$ cat config.mk
export PLATFORM = sky130hd
export DESIGN_NAME = reset_sequencer
export DESIGN_NICKNAME = d
export VERILOG_FILES = /design/src/rtl/reset_sequencer_pkg.sv /design/src/rtl/reset_sequencer_sync.sv /design/src/rtl/reset_sequencer.sv
export SDC_FILE = /design/constraint.sdc
export NUM_CORES = 1
export LEC_CHECK = 0
export ABC_CLOCK_PERIOD_IN_PS = 1550
export CAP_MARGIN = 10
export CORE_ASPECT_RATIO = 1.1
export CORE_MARGIN = 2
export CORE_UTILIZATION = 54
export DETAILED_ROUTE_END_ITERATION = 10
export DONT_BUFFER_PORTS = 1
export PLACE_DENSITY = 0.81
export SLEW_MARGIN = 5
export SYNTH_ARGS = -nofsm -noshare
export SYNTH_HDL_FRONTEND = slang
export SYNTH_SLANG_ARGS = --single-unit
$ cat constraint.sdc
create_clock -name clk -period 1.55 [get_ports clk]
set_clock_uncertainty 0.05 [all_clocks]
set_input_delay 0.0775 -clock clk [delete_from_list [all_inputs] [get_ports clk]]
set_output_delay 0.0775 -clock clk [all_outputs]
set_load 0.02 [all_outputs]
$ cat src/rtl/reset_sequencer_pkg.sv
// Shared definitions for the reset sequencer: FSM state encoding and default parameter values.
package reset_sequencer_pkg;

    typedef enum logic [2:0] {
        ST_HOLD      = 3'd0,
        ST_RELEASE   = 3'd1,
        ST_RUN       = 3'd2,
        ST_SOFT_HOLD = 3'd3,
        ST_SOFT_WAIT = 3'd4
    } state_e;

    localparam int DEF_N_STAGES    = 4;
    localparam int DEF_SYNC_DEPTH  = 2;
    localparam int DEF_HOLD_CYCLES = 16;

endpackage

$ cat src/rtl/reset_sequencer_sync.sv
// Reset synchronizer: asserts asynchronously, deasserts after DEPTH clock edges.
module reset_sync #(
    parameter int DEPTH = 2
) (
    input  logic clk,
    input  logic rst_n,
    output logic rst_sync_o
);

    logic [DEPTH-1:0] sync_q;

    // NOTE: sequential state uses non-blocking assignments so every flop samples pre-edge values.
    always_ff @(posedge clk or negedge rst_n) begin
        if (!rst_n) begin
            sync_q <= '0;
        end else begin
            sync_q <= {sync_q[DEPTH-2:0], 1'b1};
        end
    end

    assign rst_sync_o = sync_q[DEPTH-1];

endmodule

$ cat src/rtl/reset_sequencer.sv
// Ordered release of per-subsystem resets from the board master reset, with a
// soft-reset request/acknowledge handshake for re-sequencing without the master reset.
module reset_sequencer
    import reset_sequencer_pkg::*;
#(
    parameter int N_STAGES    = DEF_N_STAGES,
    parameter int SYNC_DEPTH  = DEF_SYNC_DEPTH,
    parameter int HOLD_CYCLES = DEF_HOLD_CYCLES
) (
    input  logic                clk,
    input  logic                nreset,
    input  logic                soft_req,
    output logic                soft_ack,
    output logic [N_STAGES-1:0] stage_nreset,
    output logic                ready
);

    localparam int CNT_W = $clog2(HOLD_CYCLES + 1);
    localparam int IDX_W = $clog2(N_STAGES + 1);
    localparam logic [CNT_W-1:0] CNT_LAST = CNT_W'(HOLD_CYCLES - 1);
    localparam logic [IDX_W-1:0] IDX_LAST = IDX_W'(N_STAGES);

    state_e                state_q, state_d;
    logic [CNT_W-1:0]      cnt_q, cnt_d;
    logic [IDX_W-1:0]      idx_q, idx_d;
    logic [N_STAGES-1:0]   stage_q, stage_d;
    logic                  ready_q, ready_d;
    logic                  ack_q, ack_d;
    logic                  rst_sync;
    logic                  step_done;

    reset_sync #(
        .DEPTH (SYNC_DEPTH)
    ) u_reset_sync (
        .clk        (clk),
        .rst_n      (nreset),
        .rst_sync_o (rst_sync)
    );

    assign step_done = (cnt_q == CNT_LAST);

    // NOTE: every next-state signal gets its hold value first, so no path can infer a latch.
    always_comb begin
        state_d = state_q;
        cnt_d   = cnt_q;
        idx_d   = idx_q;
        stage_d = stage_q;
        ready_d = ready_q;
        ack_d   = ack_q;

        case (state_q)
            // The first release step supplies the initial hold interval after deassertion.
            ST_HOLD: begin
                stage_d = '0;
                ready_d = 1'b0;
                ack_d   = 1'b0;
                cnt_d   = '0;
                idx_d   = '0;
                if (rst_sync) begin
                    state_d = ST_RELEASE;
                end
            end

            ST_RELEASE: begin
                if (step_done) begin
                    cnt_d = '0;
                    if (idx_q == IDX_LAST) begin
                        ready_d = 1'b1;
                        state_d = ST_RUN;
                    end else begin
                        for (int i = 0; i < N_STAGES; i++) begin
                            if (idx_q == IDX_W'(i)) begin
                                stage_d[i] = 1'b1;
                            end
                        end
                        idx_d = idx_q + 1'b1;
                    end
                end else begin
                    cnt_d = cnt_q + 1'b1;
                end
            end

            ST_RUN: begin
                if (soft_req) begin
                    stage_d = '0;
                    ready_d = 1'b0;
                    cnt_d   = '0;
                    state_d = ST_SOFT_HOLD;
                end
            end

            ST_SOFT_HOLD: begin
                if (step_done) begin
                    ack_d   = 1'b1;
                    cnt_d   = '0;
                    state_d = ST_SOFT_WAIT;
                end else begin
                    cnt_d = cnt_q + 1'b1;
                end
            end

            ST_SOFT_WAIT: begin
                if (!soft_req) begin
                    ack_d   = 1'b0;
                    cnt_d   = '0;
                    idx_d   = '0;
                    state_d = ST_RELEASE;
                end
            end

            default: begin
                stage_d = '0;
                ready_d = 1'b0;
                ack_d   = 1'b0;
                cnt_d   = '0;
                idx_d   = '0;
                state_d = ST_HOLD;
            end
        endcase
    end

    always_ff @(posedge clk or negedge nreset) begin
        if (!nreset) begin
            state_q <= ST_HOLD;
            cnt_q   <= '0;
            idx_q   <= '0;
            stage_q <= '0;
            ready_q <= 1'b0;
            ack_q   <= 1'b0;
        end else begin
            state_q <= state_d;
            cnt_q   <= cnt_d;
            idx_q   <= idx_d;
            stage_q <= stage_d;
            ready_q <= ready_d;
            ack_q   <= ack_d;
        end
    end

    assign stage_nreset = stage_q;
    assign ready        = ready_q;
    assign soft_ack     = ack_q;

endmodule

# Yosys cells after proc, flatten, opt, wreduce, memory -nomap -nowiden

Index checks and enable logic that the tools add are counted.

Register bits: 19
ROM bits: 0
Input port bits: 3
Bits in latches: 0
Memories: 0
Word-level logic and storage cells: 80
Output and inout port bits: 6
RAM bits: 0

Order comparisons: 0
$mul: 0
Add/subtract/negate cells: 2
Equal/unequal tests: 20
Bitwise operators: 3
Mux-type cells: 30
Shift-type cells: 0
Reductions and logical operators: 15
Div/mod/pow operators: 0

Operator list:

| cell                  | count |
|---|---|
| $mux W3               | 9 |
| $ne A2 B2 Y1 const B  | 10 |
| $reduce_and A5 Y1     | 4 |
| $mux W5               | 3 |
| $pmux W3 S5           | 1 |
| $pmux W5 S3           | 1 |
| $eq A3 B2 Y1 const B  | 4 |
| $mux W4               | 3 |
| $pmux W4 S3           | 1 |
| $mux W1               | 9 |
| $pmux W3 S3           | 1 |
| $reduce_and A4 Y1     | 2 |
| $reduce_or A2 Y1      | 4 |
| $eq A3 B1 Y1 const B  | 2 |
| $eq A3 B3 Y1 const B  | 2 |
| $logic_not A3 Y1      | 2 |
| $pmux W1 S3           | 2 |
| $reduce_and A6 Y1     | 1 |
| $add A5 B1 Y5 const B | 1 |
| $eq A5 B4 Y1 const B  | 1 |
| $add A3 B1 Y3 const B | 1 |
| $not A1 Y1            | 3 |
| $reduce_and A3 Y1     | 1 |
| $ne A2 B1 Y1 const B  | 1 |
| $reduce_and A2 Y1     | 1 |

# Logic depth before layout (Yosys ltp)

Gate-level depths: netlist of run 1.

Depth in word-level cells: 5
Gate-level depth with buffers: 6
Depth with buffers taken out: 6

# By module

A second synthesis of run 1 with hierarchy kept.

Cells, all modules: 94
Area, all modules: 1023.5 um^2

Modules (own cells, without submodules):

| module          | cells each | seq. area each (um^2) | times used | area each (um^2) |
|---|---|---|---|---|
| reset_sequencer | 91         | 425.4                 | 1          | 969.7 |
| reset_sync      | 3          | 50.0                  | 1          | 53.8 |

# Worst setup path before layout of run 1

No wires, ideal clock.

Kind: register -> register
Start point: register cnt_q[0]
End point: register idx_q[0]
Path buffers: 0
Arrival: 1285 ps
Data required time: 1379 ps
Library setup time: 121 ps
Path slack: 94 ps
Stages on the path, launching flop included: 6
Period minus slack after synthesis: 1456 ps
Cell sequence: dfrtp_1 -> ha_1 -> nand4b_4 -> a21oi_2 -> o21ai_1 -> a22o_1

Longest elaborated chain between the ends: 3

RTL lines:

| item                               | line                   | source |
|---|---|---|
| start, declared                    | reset_sequencer.sv:24  | `logic [CNT_W-1:0] cnt_q, cnt_d;` |
| start signal, assigned             | reset_sequencer.sv:132 | `cnt_q <= cnt_d;` |
| $eq A5 B4 Y1                       | reset_sequencer.sv:40  | `assign step_done = (cnt_q == CNT_LAST);` |
| $ne A2 B2 Y1 (no source line)      | --                     |  |
| $reduce_and A4 Y1 (no source line) | --                     |  |
| end signal, assigned               | reset_sequencer.sv:133 | `idx_q <= idx_d;` |
| end, declared                      | reset_sequencer.sv:25  | `logic [IDX_W-1:0] idx_q, idx_d;` |

No other way between the ends.
A chain may end at the register's enable or synchronous reset.

# Worst setup path in the final report of run 1

Start point: register cnt_q[0]
End point: register state_q[1]

Longest elaborated chain between the ends: 3
Elaborated cells on any way between the ends: 4
Classes of those cells: eq/ne (3); reduce/logical (1)

RTL lines:

| item                                 | line                   | source |
|---|---|---|
| $eq A5 B4 Y1 *                       | reset_sequencer.sv:40  |  |
| $ne A2 B2 Y1 (no source line)        | --                     |  |
| $reduce_and A6 Y1 (no source line) * | --                     |  |
| end signal, assigned                 | reset_sequencer.sv:131 | `state_q <= state_d;` |
| end, declared                        | reset_sequencer.sv:23  | `state_e state_q, state_d;` |

Every way passes the cells marked *; elsewhere a longest branch is shown, timed or not.

==> flow_metrics.env, run 1 <==
export IMPL_status="complete, no violations"
export IMPL_antenna_cells=0
export IMPL_hold_start="soft_req"
export IMPL_cp_required_ns=1.71
export IMPL_synth_seq_cells=19
export IMPL_chipWidth_um=45.8
export IMPL_cts_root_buf="clkbuf_4"
export IMPL_ys_types=38
export IMPL_io_pins=9
export IMPL_sw_frac_of_total=0.206
export IMPL_slew_viol_final=0
export IMPL_dpl_cell_area_um2=1110
export IMPL_synthesis_area_um2=1040
export IMPL_r2r_start="cnt_q[0]"
export IMPL_core_um2=1800
export IMPL_rr_worst_depth=5
export IMPL_clk_latency_ns=0.29
export IMPL_routed_via_density=6.08
export IMPL_synthArstFlopShare=1.00
export IMPL_drtIter0Drc=18
export IMPL_fill_cells=144
export IMPL_place_congestion=0.832
export IMPL_area_growth_syn_to_layout_pct=15.1
export IMPL_drt_pass1_iter_count=4
export IMPL_finalCritPeriodShare=0.975
export IMPL_startpoint_type="register"
export IMPL_hold_violations=0
export IMPL_grt_antenna_before_repair=0
export IMPL_multi_input_comb_area_um2=547
export IMPL_num_rows=16
export IMPL_p_int_mw=0.602
export IMPL_cp_cell_sequence="ha_4, and4b_1, nand2_1, or3_1, a21oi_1"
export IMPL_period_minus_slack_ns=1.51
export IMPL_die_area_um2=2290
export IMPL_nNetsFinal=124
export IMPL_path_clk_slew_ns=0.10
export IMPL_dp_hpwl_mm=1.53
export IMPL_crit_path_end_kind="register"
export IMPL_crit_arrival_ns=1.67
export IMPL_overflow=0
export IMPL_fmax_ghz=0.662
export IMPL_regArea_um2=479
export IMPL_cap_violations=0
export IMPL_remaining_drc_errors=0
export IMPL_synth_area_per_cell_um2=10.3
export IMPL_r2r_slack_ns=0.04
export IMPL_drt_wirelength_per_cell_um=16.0
export IMPL_cts_tree="done"
export IMPL_cp_max_fo=4
export IMPL_yosys_top_cells_count="19 x dfrtp_1, 10 x a21oi_1, 10 x nor2_1"
export IMPL_pwr_share_seq=0.658
export IMPL_grt_pass1_vias=761
export IMPL_powerDensity_nw_per_um2=636
export IMPL_grt_pass1_wl_mm=3.37
export IMPL_hold_path_class="input pin to register"
export IMPL_chipHeight_um=49.9
export IMPL_hold_path_endpoint="state_q[0]"
export IMPL_routed_wl_mm=2.11
export IMPL_p_clk_frac=0.322
export IMPL_clock_path_buffers=2
export IMPL_synth_edf_count=0
export IMPL_initial_core_util=0.575
export IMPL_utilization=0.662
export IMPL_synth_warnings=0
export IMPL_report_final_setup_viol=0
export IMPL_syn_nets=110
export IMPL_tightest_slew_ns=0.878
export IMPL_max_vdd_ir_drop_mv=0.746
export IMPL_synthTopCellsByArea="dfrtp_1 46%, ha_1 7.2%, a21oi_1 4.8%"
export IMPL_reg2reg_to="state_q[1]"
export IMPL_final_area_um2=1190
export IMPL_crit_slowest_cell="dfrtp_1"
export IMPL_synth_top_cell_area_share=0.459
export IMPL_ys_seq_area_frac=0.459
export IMPL_drive_gt1_frac=0.254
export IMPL_p_switching_mw=0.156
export IMPL_p_total_mw=0.758
export IMPL_synthFlopType="dfrtp_1"
export IMPL_relSlewSlack=0.413
export IMPL_whs_path_depth=4
export IMPL_ant_nets=0
export IMPL_vias=802
export IMPL_grt_max_degree=20
export IMPL_port_buffers=0
export IMPL_synth_top_area_cell="dfrtp_1"
export IMPL_numCtsBuffers=3
export IMPL_p_leak_nw=0.502
export IMPL_path_class="register to register"
export IMPL_yosysMostFrequentCell="dfrtp_1"
export IMPL_synth_cells=101
export IMPL_h_tree_depth=1
export IMPL_p_comb_frac=0.019
export IMPL_grt_setup_unrepaired="false"
export IMPL_cts_sinks=19
export IMPL_critical_path_max_stage_delay_ns=0.42
export IMPL_grt_usage=0.202
## sequential cells by signal, summed over array words and instances, names as in the netlist
name                 flops
soft_ack                 1
cnt_q                    5
idx_q                    3
ready                    1
u_reset_sync.sync_q      2
stage_nreset             4
state_q                  3
## timing repair
action | 4_1_cts | 5_1_grt
buffers inserted | 0 | 2
setup endpoints to repair | 4 | 7
pin swaps | 1 | 5
hold buffers | 2 | 0
hold endpoints to repair | 21 | 0
resized for setup | 1 | 7
## stage by stage
| step | instances | worst slack (ns) | hold WS [ns] | TNS, ns |
|---|---|---|---|---|
| final | 132 | 0.0389 | 0.0171 | 0 |
| after global routing | 132 | 0.00910 | 0.0940 | 0 |
| after CTS | 131 | 0.0178 | 0.0118 | 0 |
| after detailed placement | 125 | -0.0625 | -0.268 | -0.139 |
| after global placement | 125 | 0.0526 | -0.268 | 0 |
| after floorplan | 101 | 0.0940 | -0.268 | 0 |
## layout make-up
class                   count  area share
multi-input cells          74       0.459
flip-flops and latches     19       0.402
repair buffers             13      0.0860
clock buffers               4      0.0220
well taps                  18      0.0189
inverters                   4      0.0126
## worst max-delay path: cells and delay by family (launching register included)
kind	cells	cell delay (ns)
simple gates	3	0.62
fa+ha+maj	1	0.19
flops	1	0.42
compound gates	1	0.16
## worst max path at each step
stage,slack [ns],startpoint,end
finish,0.04,cnt_q[0],state_q[1]
global route,0.009,cnt_q[0],state_q[1]
CTS,0.02,state_q[0],stage_nreset[1]
detailed placement,-0.06,cnt_q[1],stage_nreset[1]
global placement,0.05,cnt_q[1],stage_nreset[2]
floorplan,0.09,cnt_q[0],idx_q[0]
## power groups by stage
stage / combinational [mW] / clock (mW) / sequential [mW]
2_1_floorplan: 0.000698 / 0 / 0.508
3_3_place_gp: 0.000719 / 0 / 0.509
3_5_place_dp: 0.000713 / 0 / 0.509
4_1_cts: 0.0152 / 0.255 / 0.499
5_1_grt: 0.0166 / 0.272 / 0.499
6_report: 0.0147 / 0.244 / 0.499
## layer usage
layer / up-vias / GRT usage / part of all wire
met5: - / 0 / 0
met4: 0 / 0.0714 / 0.010
met3: 6 / 0.0256 / 0.038
met2: 21 / 0.338 / 0.53
met1: 389 / 0.259 / 0.42
li1: 386 / - / -
## cells in the final DEF (no fill, tap or decap), drive strengths merged, types with 2 or more instances in the layout
cell / n
nor2: 10
o21ai: 8
a31oi: 2
inv: 4
xor2: 2
a32o: 2
buf: 11
dlygate4sd3: 2
dfrtp: 19
clkbuf: 4
ha: 6
nand2: 9
nand2b: 2
a21oi: 12
## kinds of logic after synthesis
kind of cell               share of synthesized area
other                                        0.00362
DFF                                            0.459
xor gates and xnor gates                      0.0169
AOI/OAI and AO/OA                              0.211
buffers and inverters                         0.0350
and+or+nand+nor                                0.202
adders and majority gates                     0.0725
(Power assumes the default switching activity.)
==> run 2: changes to the inputs <==
- ABC_AREA: unset -> 1
- CORE_UTILIZATION: 54 -> 55
- CTS_CLUSTER_DIAMETER: unset -> 30
- PLACE_DENSITY: 0.81 -> 0.82
==> flow_metrics.env, run 2 <==
export IMPL_status="complete, no violations"
export IMPL_p_int_mw=1.08
export IMPL_cts_tree="done"
export IMPL_synth_edf_count=0
export IMPL_slew_viol_final=0
export IMPL_cp_cell_sequence="buf_4, ha_1, ha_2, or2_2, nand3_1, nand2_1, nand2_1"
export IMPL_yosys_area_share_adder=0.0670
export IMPL_clk_latency_ns=0.29
export IMPL_critical_path_max_stage_delay_ns=0.41
export IMPL_hold_path_endpoint="cnt_q[1]"
export IMPL_grt_pass1_vias=914
export IMPL_port_buffers=0
export IMPL_whs_path_depth=4
export IMPL_p_comb_frac=0.515
export IMPL_pwr_share_seq=0.363
export IMPL_remaining_drc_errors=0
export IMPL_die_area_um2=2420
export IMPL_grt_usage=0.207
export IMPL_regMostFlops="cnt_q"
export IMPL_layout_common_cells="36 x nand2_1, 18 x dfrtp_1, 11 x inv_1, 11 x nand3_1"
export IMPL_crit_arrival_ns=1.67
export IMPL_core_um2=1960
export IMPL_nNetsFinal=149
export IMPL_p_clk_frac=0.122
export IMPL_chipHeight_um=51.4
export IMPL_r2r_slack_ns=0.07
export IMPL_synth_cells=133
export IMPL_clock_path_buffers=2
export IMPL_routed_wl_mm=2.00
export IMPL_grt_pass1_wl_mm=3.64
export IMPL_worst_path_buf_inv=1
export IMPL_sw_frac_of_total=0.475
export IMPL_startpoint_type="register"
export IMPL_h_tree_depth=1
export IMPL_yosysMostFrequentCell="nand2_1"
export IMPL_chipWidth_um=47.0
export IMPL_place_ws_ns=0.0357
export IMPL_r2r_start="idx_q[0]"
export IMPL_place_congestion=0.882
export IMPL_p_leak_nw=0.606
export IMPL_synth_top_cell_area_share=0.424
export IMPL_drtIter0Drc=16
export IMPL_grt_setup_unrepaired="true"
export IMPL_powerDensity_nw_per_um2=1690
export IMPL_utilization=0.623
export IMPL_cp_required_ns=1.73
export IMPL_grt_antenna_before_repair=0
export IMPL_reg2reg_to="stage_nreset[3]"
export IMPL_yosys_top_cells_count="37 x nand2_1, 19 x dfrtp_1, 11 x inv_1, 11 x nand3_1"
export IMPL_cap_violations=0
export IMPL_synth_top_family_by_area="simple AND/OR/NAND/NOR gates"
export IMPL_cts_root_buf="clkbuf_4"
export IMPL_cp_max_fo=3
export IMPL_period_minus_slack_ns=1.48
export IMPL_area_growth_syn_to_layout_pct=8.71
export IMPL_tightest_slew_ns=0.856
export IMPL_vias=882
export IMPL_drt_pass1_iter_count=4
export IMPL_synth_simple_gate_area_frac=0.374
export IMPL_synthTopCellsByArea="dfrtp_1 42%, nand2_1 12%, ha_1 6.7%"
export IMPL_crit_path_end_kind="register"
export IMPL_synth_warnings=0
export IMPL_ys_seq_area_frac=0.424
export IMPL_relSlewSlack=0.428
export IMPL_largest_reg_flops=5
export IMPL_synth_area_per_cell_um2=8.43
export IMPL_ys_types=26
export IMPL_dp_hpwl_mm=1.48
export IMPL_hold_violations=0
export IMPL_rr_worst_depth=7
export IMPL_synth_seq_cells=19
export IMPL_finalCritPeriodShare=0.955
export IMPL_initial_core_util=0.573
export IMPL_report_final_setup_viol=0
export IMPL_grt_max_degree=20
export IMPL_overflow=0
export IMPL_path_clk_slew_ns=0.11
export IMPL_setup_slack_ns=0.0695
export IMPL_drive_gt1_frac=0.230
export IMPL_io_pins=9
export IMPL_max_vdd_ir_drop_mv=0.932
export IMPL_yosys_mux_area_fraction=0
export IMPL_routed_via_density=5.28
export IMPL_drt_wirelength_per_cell_um=11.9
export IMPL_antenna_cells=0
export IMPL_cp_top_family="simple AND/OR/NAND/NOR gates"
export IMPL_synthesis_area_um2=1120
export IMPL_numCtsBuffers=3
export IMPL_hold_start="soft_req"
export IMPL_ant_nets=0
export IMPL_crit_slowest_cell="dfrtp_1"
export IMPL_final_common_cell="nand2_1"
export IMPL_synthXorXnorAreaFrac=0.00781
export IMPL_fmax_ghz=0.675
export IMPL_syn_nets=142
export IMPL_p_switching_mw=0.978
export IMPL_synthArstFlopShare=1.00
export IMPL_hold_path_class="input pin to register"
export IMPL_cts_sinks=19
export IMPL_path_class="register to register"
export IMPL_worst_path_most_repeated_cell="nand2_1"
export IMPL_num_rows=17
export IMPL_synthFlopType="dfrtp_1"
export IMPL_synth_top_area_cell="dfrtp_1"
export IMPL_synth_compound_area_share=0.0636
run 2: worst max-delay path by stage:
stage,endpoint,depth (start not counted),start
after global placement,idx_q[2],8,idx_q[0]
final,stage_nreset[3],7,idx_q[0]
after detailed placement,idx_q[1],8,idx_q[0]
after CTS,idx_q[1],8,idx_q[0]
after global routing,idx_q[1],8,idx_q[1]
after floorplan,idx_q[2],4,idx_q[0]
run 2: area by class of cell:
class,instances,area [um^2]
clock buffers,4,26.3
fillers,161,738
inverters,15,56.3
multi-input cells,98,597
flip-flops and latches,19,477
well taps,28,35.0
repair buffers,3,27.5
run 2: kinds of logic after synthesis:
| group | count (synthesis) |
|---|---|
| XOR/XNOR | 1 |
| flip-flops | 19 |
| AO/OA/AOI/OAI | 13 |
| adder cells (fa/ha/maj) | 6 |
| buffers and inverters | 16 |
| AND/OR/NAND/NOR | 77 |
| other | 1 |
run 2: stage by stage:
stage	instances	area [um^2]	power (mW)	TNS [ns]	hold WS, ns
floorplan	133	1120	1.61	0	-0.268
global placement	160	1140	1.70	0	-0.268
detailed placement	160	1140	1.75	0	-0.268
CTS	166	1190	2.01	0	0.00832
global route	167	1220	2.27	-0.136	0.0427
finish	167	1220	2.06	0	0.0189
run 2: power groups by stage:
stage	registers [mW]	clock network [mW]	logic [mW]
final	0.747	0.250	1.06
after global routing	0.763	0.281	1.23
after CTS	0.746	0.254	1.01
after detailed placement	0.757	0	0.992
after global placement	0.746	0	0.958
after floorplan	0.723	0	0.882
run 2: routing by layer:
layer / GRT usage / vias to the layer above / part of all wire
met2: 0.352 / 17 / 0.51
met5: 0 / - / 0
met1: 0.259 / 421 / 0.45
met3: 0.0353 / 2 / 0.035
met4: 0.0602 / 0 / 0.0065
li1: - / 442 / -
run 2: worst min-delay path, stage by stage:
cell and delay (ns):
inv_1 0.04, nand2_2 0.07, nand3_1 0.08, nand2_1 0.06
run 2: repair_timing:
item                                    4_1_cts  5_1_grt
hold buffers                                  2        0
gates resized for setup                       0        7
buffers inserted                              0        1
endpoints found under the setup margin        0       10
hold endpoints to repair                     22        0
